## config.mk

```make
export PLATFORM = sky130hd
export DESIGN_NAME = program_sequencer
export DESIGN_NICKNAME = d
export VERILOG_FILES = /design/src/rtl/program_sequencer.sv
export SDC_FILE = /design/constraint.sdc
export NUM_CORES = 1
export LEC_CHECK = 0
export ABC_AREA = 1
export BUFFER_PORTS_ARGS = -buffer_cell sky130_fd_sc_hd__clkbuf_2
export CAP_MARGIN = 10
export CELL_PAD_IN_SITES_DETAIL_PLACEMENT = 0
export CELL_PAD_IN_SITES_GLOBAL_PLACEMENT = 2
export CORE_UTILIZATION = 35
export CTS_BUF_LIST = sky130_fd_sc_hd__clkbuf_8
export DETAILED_ROUTE_END_ITERATION = 8
export GPL_TIMING_DRIVEN = 0
export PLACE_DENSITY = 0.87
export SETUP_SLACK_MARGIN = 0.5
export SYNTH_ARGS = -nofsm -noshare
export SYNTH_HDL_FRONTEND = slang
export SYNTH_SLANG_ARGS = --single-unit
```

## constraint.sdc

```tcl
create_clock -name clk -period 2.5 [get_ports clk]
set_clock_uncertainty 0.1 [all_clocks]
set_input_delay 0.125 -clock clk [delete_from_list [all_inputs] [get_ports clk]]
set_output_delay 0.125 -clock clk [all_outputs]
set_load 0.01 [all_outputs]
```

## src/rtl/program_sequencer.sv

```systemverilog
// Program counter with signed relative branch, stall and a flop-based call/return stack.
// Optional sticky stack error flag is built only when PC_STACK_ERR_EN is defined.
module program_sequencer #(
  parameter int unsigned P_SIZE      = 6,
  parameter int unsigned STACK_DEPTH = 4,
  parameter logic [P_SIZE-1:0] RESET_VEC = '0
) (
  input  logic                                   clk,
  input  logic                                   rst,
  input  logic                                   stall,
  input  logic                                   inc,
  input  logic                                   branchAbs,
  input  logic                                   branchRel,
  input  logic                                   call,
  input  logic                                   ret,
  input  logic [P_SIZE-1:0]                      branchAddress,
  output logic [P_SIZE-1:0]                      addressOut,
  output logic [$clog2(STACK_DEPTH+1)-1:0]       stackDepth,
  output logic                                   stackFull,
  output logic                                   stackEmpty,
  output logic                                   stackErr
);

  localparam int unsigned DW = $clog2(STACK_DEPTH + 1);

  logic [P_SIZE-1:0] pc_q, pc_nxt;
  logic [DW-1:0]     depth_q, depth_nxt;
  logic [P_SIZE-1:0] stack_mem [STACK_DEPTH];
  logic [P_SIZE-1:0] stack_top;
  logic [P_SIZE-1:0] pc_plus1;
  logic              push;
  logic              full;
  logic              empty;

  assign full     = (depth_q == DW'(STACK_DEPTH));
  assign empty    = (depth_q == DW'(0));
  assign pc_plus1 = pc_q + P_SIZE'(1);

  // Top-of-stack read mux: entry depth-1, decoded without a variable-width index
  always_comb begin
    stack_top = '0;
    for (int i = 0; i < STACK_DEPTH; i++) begin
      if (depth_q == DW'(i + 1)) begin
        stack_top = stack_mem[i];
      end
    end
  end

  // Next PC / depth, strict priority: stall > ret > call > branchAbs > branchRel > inc
  always_comb begin
    pc_nxt    = pc_q;
    depth_nxt = depth_q;
    push      = 1'b0;
    if (stall) begin
      pc_nxt    = pc_q;
    end else if (ret) begin
      if (!empty) begin
        pc_nxt    = stack_top;
        depth_nxt = depth_q - DW'(1);
      end else begin
        pc_nxt    = pc_plus1;
      end
    end else if (call) begin
      pc_nxt = branchAddress;
      if (!full) begin
        push      = 1'b1;
        depth_nxt = depth_q + DW'(1);
      end
    end else if (branchAbs) begin
      pc_nxt = branchAddress;
    end else if (branchRel) begin
      pc_nxt = pc_q + branchAddress;
    end else if (inc) begin
      pc_nxt = pc_plus1;
    end
  end

  // PC and depth registers
  always_ff @(posedge clk) begin
    if (rst) begin
      pc_q    <= RESET_VEC;
      depth_q <= '0;
    end else begin
      pc_q    <= pc_nxt;
      depth_q <= depth_nxt;
    end
  end

  // Stack storage needs no reset: entries above depth are never read
  always_ff @(posedge clk) begin
    for (int i = 0; i < STACK_DEPTH; i++) begin
      if (push && !rst && depth_q == DW'(i)) begin
        stack_mem[i] <= pc_plus1;
      end
    end
  end

  assign addressOut = pc_q;
  assign stackDepth = depth_q;
  assign stackFull  = full;
  assign stackEmpty = empty;

`ifdef PC_STACK_ERR_EN
  logic err_q;
  logic err_evt;

  // Overflow: call (not pre-empted by ret) into a full stack; underflow: ret on empty
  assign err_evt = !stall && ((ret && empty) || (!ret && call && full));

  always_ff @(posedge clk) begin
    if (rst) begin
      err_q <= 1'b0;
    end else if (err_evt) begin
      err_q <= 1'b1;
    end
  end

  assign stackErr = err_q;
`else
  assign stackErr = 1'b0;
`endif

endmodule

```

# Word level (Yosys, flattened, before mapping)
# Memory sizes are Yosys's and may differ from the RTL's.
# Cells that the tools add are included.
# totals
ff_bits	9
latchBits	0
mem_bits_rw	24
mem_bits_ro	0
in_bits	14
out_inout_bits	12
elab_cells	63
memories	1
# mem_list
name	words	word_bits	rd	rd_ports_with_merged_regs	wr	line_no	text
stack_mem	4	6	4	0	1	28	logic [P_SIZE-1:0] stack_mem [STACK_DEPTH];
# classes
add_sub_neg	4
mul	0
n_div	0
n_lt_le_gt_ge	0
eq_ne	6
shifts	0
muxes	35
bitwise_logic	1
n_reduce_logical	14
# op_table
operator	count
2-to-1 mux 6 bit	13
OR reduction 6 bit	3
2-to-1 mux 1 bit	15
2-to-1 mux 3 bit	4
adder 6 x 1 -> 6 bit (second input constant)	1
adder 6 bit	1
== test 3 x 2 -> 1 bit (second input constant)	2
2-to-1 mux 2 bit	3
logical AND 1 bit	5
nonzero test 5 bit	1
!= test 2 bit (second input constant)	2
AND reduction 4 bit	1
adder 3 x 1 -> 3 bit (second input constant)	1
== test 3 x 1 -> 1 bit (second input constant)	1
== test 3 bit (second input constant)	1
logical NOT 3 bit	1
subtractor 3 x 1 -> 3 bit (second input constant)	1
AND reduction 2 bit	1
nonzero test 2 bit	1
logical NOT 1 bit	1
inverter 1 bit	1

# Logic depth before layout (Yosys ltp)
# Gate-level depths: netlist of the first run.
# logic_depth
depth_word	13
depth_mapped	12
depth_no_buf	12

# Worst setup path before layout of the first run
# OpenSTA, ideal clock, no wires.
# synth_path
path_kind	register to register
start	register depth_q[0], in the netlist stackDepth[0]
end	memory stack_mem[2][0] (enable)
setup_time_ps	377
t_arrival_ps	1543
required_ps	2023
setup_slack_ps	480
path_stages_with_launch	6
path_buffers	0
synth_period_minus_slack_ps	2020
path_cell_list	dfxtp_1 > inv_1 > ha_1 > nand2_2 > nand4_1 > nor3_1
# synth_between
elab_chain_len	13
word_cells_on_any_way	31
cone_classes	eq/ne: 4; mux: 18; reduce/logical: 9
# synth_rtl
item	line_no	text
start: declaration	27	logic [DW-1:0] depth_q, depth_nxt;
start signal: assignment	85	depth_q <= depth_nxt;
== test 3 bit	35	assign full = (depth_q == DW'(STACK_DEPTH));
2-to-1 mux 1 bit	65	if (!full) begin
2-to-1 mux 1 bit	63	end else if (call) begin
2-to-1 mux 1 bit	56	end else if (ret) begin
2-to-1 mux 1 bit	54	if (stall) begin
logical AND 1 bit (2 in a row)	92	if (push && !rst && depth_q == DW'(i)) begin
2-to-1 mux 1 bit	92	
2-to-1 mux 1 bit (implied by the code)	93	stack_mem[i] <= pc_plus1;
OR reduction 6 bit (no line)	--	
2-to-1 mux 2 bit (no line) or 2-to-1 mux 1 bit (tied branches) (3 in a row)	--	
end: declaration	28	
# Parallel ways exist; a longest one is shown, timed or not.

# Final worst setup path of the first run
# layout_path
start	register depth_q[0], in the netlist stackDepth[0]
end	memory stack_mem[3][5] (enable)
# Same word-level chain as after synthesis.

==> results of run 1 <==
[layout by cell type (no fill, tap or decap), types with 4 or more instances in the layout]
cell / instances
a21oi_1: 23
buf_4: 5
clkbuf_2: 23
clkbuf_8: 5
dfxtp_1: 8
edfxtp_1: 24
ha_1: 11
inv_1: 31
inv_2: 6
nand2_1: 65
nand3_1: 27
nor2_1: 22
nor2_2: 4
o211ai_1: 4
o21ai_0: 13
[cell type report]
class                      instances  area [µm²]  area share
buffer                             5       42.54     0.01736
clock buffer                       5       68.82     0.02809
clock inverter                     3       37.54     0.01532
inverter                          36       135.1     0.05516
multi-input combinational        190        1036      0.4229
sequential                        33       902.1      0.3682
tap                               72       90.09     0.03677
timing repair buffer              26       137.6     0.05618
[path summary, 6_finish.rpt]
check / from / slack [ps] / end
hold / removal: rst / 10 / addressOut[0]
setup reg to reg: stackDepth[0] / 590 / stack_mem[3][5]
setup / recovery: stackDepth[0] / 590 / stack_mem[3][5]
hold reg to reg: addressOut[0] / 430 / addressOut[0]
[per-layer routing]
| layer | vias to the layer above | part of all wire | track usage |
|---|---|---|---|
| li1 | 937 | - | - |
| met1 | 753 | 0.49 | 0.2251 |
| met2 | 27 | 0.47 | 0.2681 |
| met3 | 7 | 0.030 | 0.02989 |
| met4 | 0 | 0.017 | 0.07091 |
| met5 | - | 0 | 0 |
[cell families after synthesis]
logic type	synth area share
and+or+nand+nor	0.2757
buffers and inverters	0.08528
xor gates and xnor gates	0.01261
other	0.001800
DFF	0.4324
AOI/OAI and AO/OA	0.1105
adders and majority gates	0.08168
[power by group]
part,internal (mW),leakage [nW],switching (mW)
logic,0.130,0.763,0.228
registers,0.612,0.292,0.0225
clock network,0.290,0.0570,0.189
[what timing repair did]
action,CTS,global route
gates resized for setup,0,8
pin swaps,0,2
buffers inserted,0,3
setup endpoints to repair,24,25
[worst max-delay path: cells and delay by family (launching register included)]
family	cells	cell delay (ps)
fa+ha+maj	1	260
buf+inv	2	360
flops	1	370
simple gates	3	520
[flip-flops by register name, indices dropped and copies added, names as in the netlist]
name and flops:
stack_mem 24, addressOut 6, stackDepth 3
==> insert_results.sql, run 1 <==
INSERT INTO impl_metrics (metric_group, metric, value, unit) VALUES
('yosys', 'synthFlopType', 'edfxtp_1', ''),
('sta', 'final_max_slew_viol_count', '0', ''),
('global_route', 'grt_start_max_net_pins', '11', ''),
('die', 'placementRows', '27', ''),
('yosys', 'netlist_top_cells_count', '65 x nand2_1, 30 x inv_1, 27 x nand3_1', ''),
('clock_network', 'clk_root_buffer_cell', 'clkbuf_8', ''),
('setup_path', 'worstPathRequired', '2380', 'ps'),
('yosys', 'synth_edf_count', '24', ''),
('setup_path', 'worstPathCellList', 'inv_1 -> ha_2 -> nand2_2 -> nand4_1 -> buf_4 -> nor2_4', ''),
('layout', 'drive_above_1_share', '0.1946', ''),
('setup_path', 'start_kind', 'flip-flop', ''),
('routing', 'drt_iter0_drc', '69', ''),
('routing', 'drtPass1Iterations', '4', ''),
('setup_path', 'path_max_fanout', '6', ''),
('placement', 'pre_cts_slack', '366.1', 'ps'),
('layout', 'nFillCells', '603', ''),
('job', 'cap_viol_max_count', '0', ''),
('yosys', 'netlist_area', '2083', 'µm²'),
('sta', 'timing.final.crit_period', '1914', 'ps'),
('die', 'floorplan.core_area', '5608', 'µm²'),
('power', 'post-layout-total-power', '1.471', 'mW'),
('sta', 'setup_violations', '0', ''),
('layout', 'final_cells', '370', ''),
('setup_path', 'ff2ff_path_depth', '6', ''),
('setup_path', 'critical-path-slowest-cell', 'dfxtp_1', ''),
('layout', 'final_net_count', '324', ''),
('setup_path', 'worst_ep_arrival_time', '1790', 'ps'),
('sta', 'unrepaired_setup_endpoints_after_global_routing', 'true', ''),
('clock_network', 'worst_skew_pair.late_latency', '280', 'ps'),
('sta', 'post-route-period-util', '0.7657', ''),
('min_path', 'hold-path-cell-count', '2', ''),
('clock_network', 'tritoncts_clock_tree', 'done', ''),
('power', 'leakagePower', '1.112', 'nW'),
('clock_network', 'cts-root-to-sink-buffers', '2', ''),
('sta', 'fmax', '522.4', 'MHz'),
('yosys', 'asyncSetResetFlopFracSynth', '0', ''),
('routing', 'detailroute.via_count', '1724', ''),
('clock_network', 'h_tree_depth_reported_by_cts', '2', ''),
('layout', 'finalInstanceArea', '2450', 'µm²'),
('routing', 'route.detailed.drc', '0', ''),
('yosys', 'synth_seq_area_share', '0.4324', ''),
('layout', 'finish.utilization', '0.4369', ''),
('yosys', 'yosys_warning_count', '0', ''),
('yosys', 'postSynthNetCount', '291', ''),
('die', 'initial_standard_cell_utilization_of_the_core', '0.3715', ''),
('global_route', 'grt_first_pass_wirelength', '7852', 'µm'),
('status', 'run_status', 'finished, final reports clean', ''),
('min_path', 'min_path_type', 'input pin to flip-flop', ''),
('die', 'die_height', '79.15', 'µm'),
('yosys', 'synth_largest_type_area_fraction', '0.3459', ''),
('routing', 'post_drt_via_cell_ratio', '4.659', ''),
('die', 'die_area', '6265', 'µm²'),
('clock_network', 'clk_transition_reported_paths', '70', 'ps'),
('layout', 'insertedDiodeCount', '0', ''),
('layout', 'area_growth_syn_to_layout', '17.60', '%'),
('routing', 'final_antenna_net_count', '0', ''),
('clock_network', 'clkSinkCount', '33', ''),
('global_route', 'grt_pass1_vias', '1520', ''),
('sta', 'final.setup.tns', '0', 'ps'),
('setup_path', 'timing.critical_path.slowest_cell_delay', '370', 'ps'),
('die', 'ioPinCount', '26', ''),
('sta', 'worst_hold_slack', '9.608', 'ps'),
('global_route', 'grt_antenna_before_repair', '0', ''),
('sta', 'final.setup.worst_slack', '585.9', 'ps'),
('yosys', 'synth_top_cell_by_area', 'edfxtp_1', ''),
('setup_path', 'endpoint_kind', 'flip-flop', ''),
('die', 'chipWidth', '79.15', 'µm'),
('global_route', 'globalRouteTotalUtil', '0.1689', ''),
('clock_network', 'cts-buffers-inserted', '5', ''),
('yosys', 'synthesis.area_per_instance', '7.891', 'µm²'),
('placement', 'globalplace.congestion', '0.7163', '');
(Power assumes the default switching activity.)
==> run 2, diff against run 1 <==
==> constraint.sdc (replaced) <==
create_clock -name clk -period 1.8 [get_ports clk]
set_clock_uncertainty 0.1 [all_clocks]
set_input_delay 0.09 -clock clk [delete_from_list [all_inputs] [get_ports clk]]
set_output_delay 0.09 -clock clk [all_outputs]
set_load 0.01 [all_outputs]
==> run 2 against run 1 <==
  * Clock power up 44%
  * Largest cell class unchanged
  * Critical endpoint is now addressOut[2]
  * Largest power group unchanged
  * First-iteration DRC count up 10%
  * Combinational power up 110%
==> insert_results.sql, run 2 (synthesis gave the netlist of run 1 again) <==
INSERT INTO impl_metrics (metric_group, metric, value, unit) VALUES
('setup_path', 'worstPathRequired', '1880', 'ps'),
('layout', 'layout_common_cells', '60 x nand2_1, 25 x nand3_1, 24 x edfxtp_1, 23 x inv_1', ''),
('min_path', 'min_path_type', 'input pin to flip-flop', ''),
('setup_path', 'start_kind', 'flip-flop', ''),
('global_route', 'globalRouteTotalUtil', '0.1955', ''),
('global_route', 'grt_start_max_net_pins', '12', ''),
('setup_path', 'worstSetupEndpoint', 'addressOut[2]', ''),
('routing', 'drt_iter0_drc', '76', ''),
('clock_network', 'clk_root_buffer_cell', 'clkbuf_8', ''),
('clock_network', 'cts-buffers-inserted', '5', ''),
('power', 'leakagePower', '1.286', 'nW'),
('routing', 'detailroute.via_count', '1926', ''),
('die', 'initial_standard_cell_utilization_of_the_core', '0.3715', ''),
('setup_path', 'path_max_fanout', '4', ''),
('job', 'cap_viol_max_count', '0', ''),
('placement', 'globalplace.congestion', '0.7685', ''),
('setup_path', 'flop2flop_setup_slack', '140', 'ps'),
('setup_path', 'ff2ff_path_depth', '9', ''),
('die', 'ioPinCount', '26', ''),
('global_route', 'global_route.overflow_total', '0', ''),
('layout', 'nFillCells', '563', ''),
('layout', 'regMostFlops', 'stack_mem', ''),
('layout', 'final_net_count', '352', ''),
('routing', 'final_antenna_net_count', '0', ''),
('placement', 'place_hpwl', '3885', 'µm'),
('layout', 'insertedDiodeCount', '0', ''),
('power', 'power.density', '777.1', 'nW/µm²'),
('global_route', 'grt_antenna_before_repair', '0', ''),
('die', 'die_height', '79.15', 'µm'),
('sta', 'timing.final.crit_period', '1657', 'ps'),
('routing', 'route.detailed.drc', '0', ''),
('setup_path', 'timing.rr.start', 'addressOut[0]', ''),
('sta', 'hold_viol', '0', ''),
('setup_path', 'endpoint_kind', 'flip-flop', ''),
('setup_path', 'rr_endpoint', 'addressOut[2]', ''),
('sta', 'unrepaired_setup_endpoints_after_global_routing', 'true', ''),
('layout', 'drive_above_1_share', '0.3681', ''),
('layout', 'finalInstanceArea', '2993', 'µm²'),
('die', 'chipWidth', '79.15', 'µm'),
('setup_path', 'worst_ep_arrival_time', '1740', 'ps'),
('layout', 'largest_register_ffs', '24', ''),
('placement', 'place_inst', '359', ''),
('clock_network', 'clk_transition_reported_paths', '70', 'ps'),
('sta', 'setup_violations', '0', ''),
('status', 'run_status', 'finished, final reports clean', ''),
('routing', 'post_drt_via_cell_ratio', '4.839', ''),
('global_route', 'grt_first_pass_wirelength', '9252', 'µm'),
('setup_path', 'criticalPathCategory', 'flip-flop to flip-flop', ''),
('global_route', 'grt_pass1_vias', '1898', ''),
('sta', 'worst_hold_slack', '81.87', 'ps'),
('layout', 'final_cells', '398', ''),
('placement', 'placement.cell_area', '2389', 'µm²'),
('sta', 'final_max_slew_viol_count', '0', ''),
('sta', 'fmax', '603.5', 'MHz'),
('routing', 'drtPass1Iterations', '4', ''),
('placement', 'place.port_buffers', '23', ''),
('sta', 'final.setup.tns', '0', 'ps'),
('layout', 'final_common_cell', 'nand2_1', ''),
('routing', 'routed_wire_length_per_instance', '14.01', 'µm'),
('clock_network', 'worst_skew_pair.late_latency', '290', 'ps'),
('die', 'placementRows', '27', ''),
('clock_network', 'h_tree_depth_reported_by_cts', '2', ''),
('setup_path', 'critical_path.startpoint', 'addressOut[0]', ''),
('power', 'vdd_ir_max', '0.0002966', 'V'),
('clock_network', 'tritoncts_clock_tree', 'done', ''),
('layout', 'area_growth_syn_to_layout', '43.66', '%'),
('layout', 'finish.utilization', '0.5337', ''),
('die', 'floorplan.core_area', '5608', 'µm²'),
('die', 'die_area', '6265', 'µm²'),
('clock_network', 'cts-root-to-sink-buffers', '2', ''),
('sta', 'post-route-period-util', '0.9206', ''),
('routing', 'wl', '5575', 'µm'),
('clock_network', 'clkSinkCount', '33', '');
run 2: area by class of cell:
| cell class | count | area (µm²) | share of cell area |
|---|---|---|---|
| inverter | 36 | 166.4 | 0.05560 |
| clock buffer | 5 | 68.82 | 0.02299 |
| buffer | 5 | 58.81 | 0.01965 |
| timing repair buffer | 54 | 415.4 | 0.1388 |
| sequential | 33 | 923.4 | 0.3085 |
| multi-input combinational | 190 | 1229 | 0.4105 |
| tap | 72 | 90.09 | 0.03010 |
| clock inverter | 3 | 41.29 | 0.01380 |
run 2: through the flow:
step	worst slack, ps	power (mW)
2_1_floorplan	119.9	1.272
3_3_place_gp	-75.60	1.422
3_5_place_dp	-91.42	1.424
4_1_cts	163.5	2.294
5_1_grt	25.38	2.460
6_report	142.9	2.326
run 2: per-layer routing:
layer	vias to the layer above	GRT usage	part of all wire
met5	-	0	0
met4	0	0.07273	0.013
met3	7	0.02759	0.016
met2	19	0.3483	0.53
met1	898	0.2371	0.44
li1	1002	-	-
run 2: worst min path at each step:
stage / from / to / slack (ps) / cells past startpoint
floorplan: rst / addressOut[0] / 50 / 1
finish: branchAddress[3] / addressOut[3] / 80 / 5
detailed placement: rst / addressOut[0] / 270 / 2
global route: branchAddress[3] / addressOut[3] / 110 / 5
global placement: rst / addressOut[0] / 270 / 2
CTS: rst / addressOut[0] / -40 / 2
run 2: what timing repair did:
item / CTS / global route
resized for setup: 47 / 15
buffers inserted: 26 / 3
pin swaps: 26 / 10
setup endpoints to repair: 47 / 51
hold endpoints to repair: 4 / 3
run 2: report_power, final:
group          switching [mW]  total, mW  internal [mW]
Combinational           0.402      0.741          0.339
Clock                   0.282      0.689          0.407
Sequential             0.0436      0.896          0.852
run 2: worst max-delay path, cell delays in order, from the launching register on:
cell	delay, ps
dfxtp_4	380
ha_4	140
inv_2	30
fa_2	320
inv_2	80
a21oi_1	60
o21ai_0	90
o211ai_1	110
a21oi_1	160
a21oi_1	80
==> run 3, diff against run 2 <==
--- a/config.mk
+++ b/config.mk
@@ -14,6 +14,7 @@
 export CTS_BUF_LIST = sky130_fd_sc_hd__clkbuf_8
 export DETAILED_ROUTE_END_ITERATION = 8
 export GPL_TIMING_DRIVEN = 0
+export MAX_ROUTING_LAYER = met4
 export PLACE_DENSITY = 0.87
 export SETUP_SLACK_MARGIN = 0.5
 export SYNTH_ARGS = -nofsm -noshare
==> run 3 against run 2 <==
  * Critical endpoint is now addressOut[1]
  * Global-route usage increased by 0.62 points
  * Design area increased by 0.71%
  * Register-to-register slack about the same
==> insert_results.sql, run 3 (synthesis gave the netlist of run 1 again) <==
INSERT INTO impl_metrics (metric_group, metric, value, unit) VALUES
('status', 'run_status', 'finished, final reports clean', ''),
('sta', 'setup_violations', '0', ''),
('power', 'vdd_ir_max', '0.0002971', 'V'),
('routing', 'wl', '5599', 'µm'),
('layout', 'final_common_cell', 'nand2_1', ''),
('layout', 'area_growth_syn_to_layout', '44.68', '%'),
('die', 'floorplan.core_area', '5608', 'µm²'),
('clock_network', 'clkSinkCount', '33', ''),
('layout', 'largest_register_ffs', '24', ''),
('layout', 'finish.utilization', '0.5375', ''),
('placement', 'place.port_buffers', '23', ''),
('routing', 'route.detailed.drc', '0', ''),
('layout', 'final_net_count', '353', ''),
('setup_path', 'worst_ep_arrival_time', '1770', 'ps'),
('setup_path', 'ff2ff_path_depth', '8', ''),
('global_route', 'grt.busiest_layer', 'met2', ''),
('setup_path', 'worstPathRequired', '1920', 'ps'),
('global_route', 'use_met3', '0.02759', ''),
('die', 'placementRows', '27', ''),
('setup_path', 'rr_endpoint', 'addressOut[1]', ''),
('global_route', 'grt_antenna_before_repair', '0', ''),
('job', 'cap_viol_max_count', '0', ''),
('setup_path', 'path_max_fanout', '4', ''),
('die', 'ioPinCount', '26', ''),
('setup_path', 'timing.rr.start', 'addressOut[0]', ''),
('min_path', 'min_path_type', 'input pin to flip-flop', ''),
('clock_network', 'cts-buffers-inserted', '5', ''),
('die', 'chipWidth', '79.15', 'µm'),
('layout', 'drive_above_1_share', '0.3731', ''),
('routing', 'drtPass1Iterations', '4', ''),
('routing', 'routed_wire_length_per_instance', '14.03', 'µm'),
('sta', 'final.setup.tns', '0', 'ps'),
('setup_path', 'endpoint_kind', 'flip-flop', ''),
('layout', 'regMostFlops', 'stack_mem', ''),
('clock_network', 'tritoncts_clock_tree', 'done', ''),
('layout', 'insertedDiodeCount', '0', ''),
('sta', 'final_max_slew_viol_count', '0', ''),
('sta', 'worst_hold_slack', '81.39', 'ps'),
('global_route', 'global_route.overflow_total', '0', ''),
('global_route', 'met2_usage', '0.3474', ''),
('routing', 'final_antenna_net_count', '0', ''),
('layout', 'layout_common_cells', '59 x nand2_1, 25 x nand3_1, 24 x edfxtp_1, 23 x inv_1', ''),
('sta', 'unrepaired_setup_endpoints_after_global_routing', 'true', ''),
('min_path', 'hold-path-cell-count', '5', ''),
('clock_network', 'clk_root_buffer_cell', 'clkbuf_8', ''),
('placement', 'pre_cts_slack', '-91.42', 'ps'),
('power', 'power.density', '773.8', 'nW/µm²'),
('clock_network', 'cts-root-to-sink-buffers', '2', ''),
('routing', 'post_drt_via_cell_ratio', '4.860', ''),
('sta', 'timing.final.crit_period', '1648', 'ps'),
('die', 'die_area', '6265', 'µm²'),
('setup_path', 'flop2flop_setup_slack', '150', 'ps'),
('setup_path', 'criticalPathCategory', 'flip-flop to flip-flop', ''),
('placement', 'place_hpwl', '3885', 'µm'),
('die', 'initial_standard_cell_utilization_of_the_core', '0.3715', ''),
('global_route', 'grt_pass1_vias', '1889', ''),
('global_route', 'grt_first_pass_wirelength', '9287', 'µm'),
('clock_network', 'worst_skew_pair.late_latency', '290', 'ps'),
('routing', 'drt_iter0_drc', '61', ''),
('clock_network', 'h_tree_depth_reported_by_cts', '2', ''),
('setup_path', 'start_kind', 'flip-flop', ''),
('setup_path', 'critical_path.startpoint', 'addressOut[0]', ''),
('sta', 'post-route-period-util', '0.9155', ''),
('global_route', 'globalRouteTotalUtil', '0.2017', ''),
('min_path', 'hold_end', 'addressOut[3]', ''),
('die', 'die_height', '79.15', 'µm'),
('placement', 'globalplace.congestion', '0.7789', ''),
('global_route', 'grt_use_met1', '0.2400', ''),
('sta', 'final.setup.worst_slack', '152.1', 'ps'),
('power', 'leakagePower', '1.294', 'nW'),
('routing', 'detailroute.via_count', '1939', ''),
('sta', 'hold_viol', '0', ''),
('global_route', 'grt_start_max_net_pins', '12', ''),
('sta', 'fmax', '606.8', 'MHz'),
('min_path', 'holdCritStartpoint', 'branchAddress[3]', ''),
('clock_network', 'clk_transition_reported_paths', '70', 'ps');
## run 3: cell types whose count changed in the layout (fill, tap and decap cells not counted), sizes merged
cell and delta:
buf +1
## run 3: worst max path at each step
stage	end	slack, ps	cells after the start
final	addressOut[1]	150	8
after global routing	addressOut[4]	30	12
after CTS	addressOut[1]	160	8
after detailed placement	stack_mem[2][1]	-90	5
after global placement	stack_mem[2][1]	-80	5
after floorplan	stack_mem[2][0]	120	5
## run 3: final cells by class
type,count,area (µm²)
buffer,5,58.81
clock buffer,5,68.82
clock inverter,3,41.29
fill,564,2594
inverter,36,166.4
multi-input combinational,190,1239
sequential,33,923.4
tap,72,90.09
timing repair buffer,55,426.7
## run 3: what timing repair did
action                                 in CTS  in global routing
pin swaps                                  26                 10
resized for setup                          47                 18
setup buffers                              26                  4
endpoints found under the hold margin       4                  3
setup endpoints to repair                  47                 51
## run 3: worst max-delay path, cell delays in order, from the launching register on
cell and delay, ps:
dfxtp_4 370, ha_4 160, inv_2 50, fa_2 410, nand2_1 80, o211ai_1 90, a21oi_1 150, nand2_1 60
a21oi_1 120
## run 3: stage by stage
step           std cells  total power, mW  area [µm²]
2_1_floorplan        264            1.272        2183
5_1_grt              399            2.467        3014
6_report             399            2.332        3014
3_5_place_dp         359            1.424        2389
3_3_place_gp         359            1.422        2389
4_1_cts              393            2.294        2898
## run 3: layer usage
metal | vias to the layer above | wire [µm]
met5 | - | 0
met1 | 906 | 2465
met2 | 25 | 2958
met4 | 0 | 70
li1 | 1001 | -
met3 | 7 | 105
## run 3: report_power, final
| part | internal, mW | total [mW] | switching, mW |
|---|---|---|---|
| Combinational | 0.344 | 0.752 | 0.409 |
| Clock | 0.407 | 0.688 | 0.281 |
| Sequential | 0.852 | 0.892 | 0.0399 |
| Total | 1.60 | 2.33 | 0.729 |
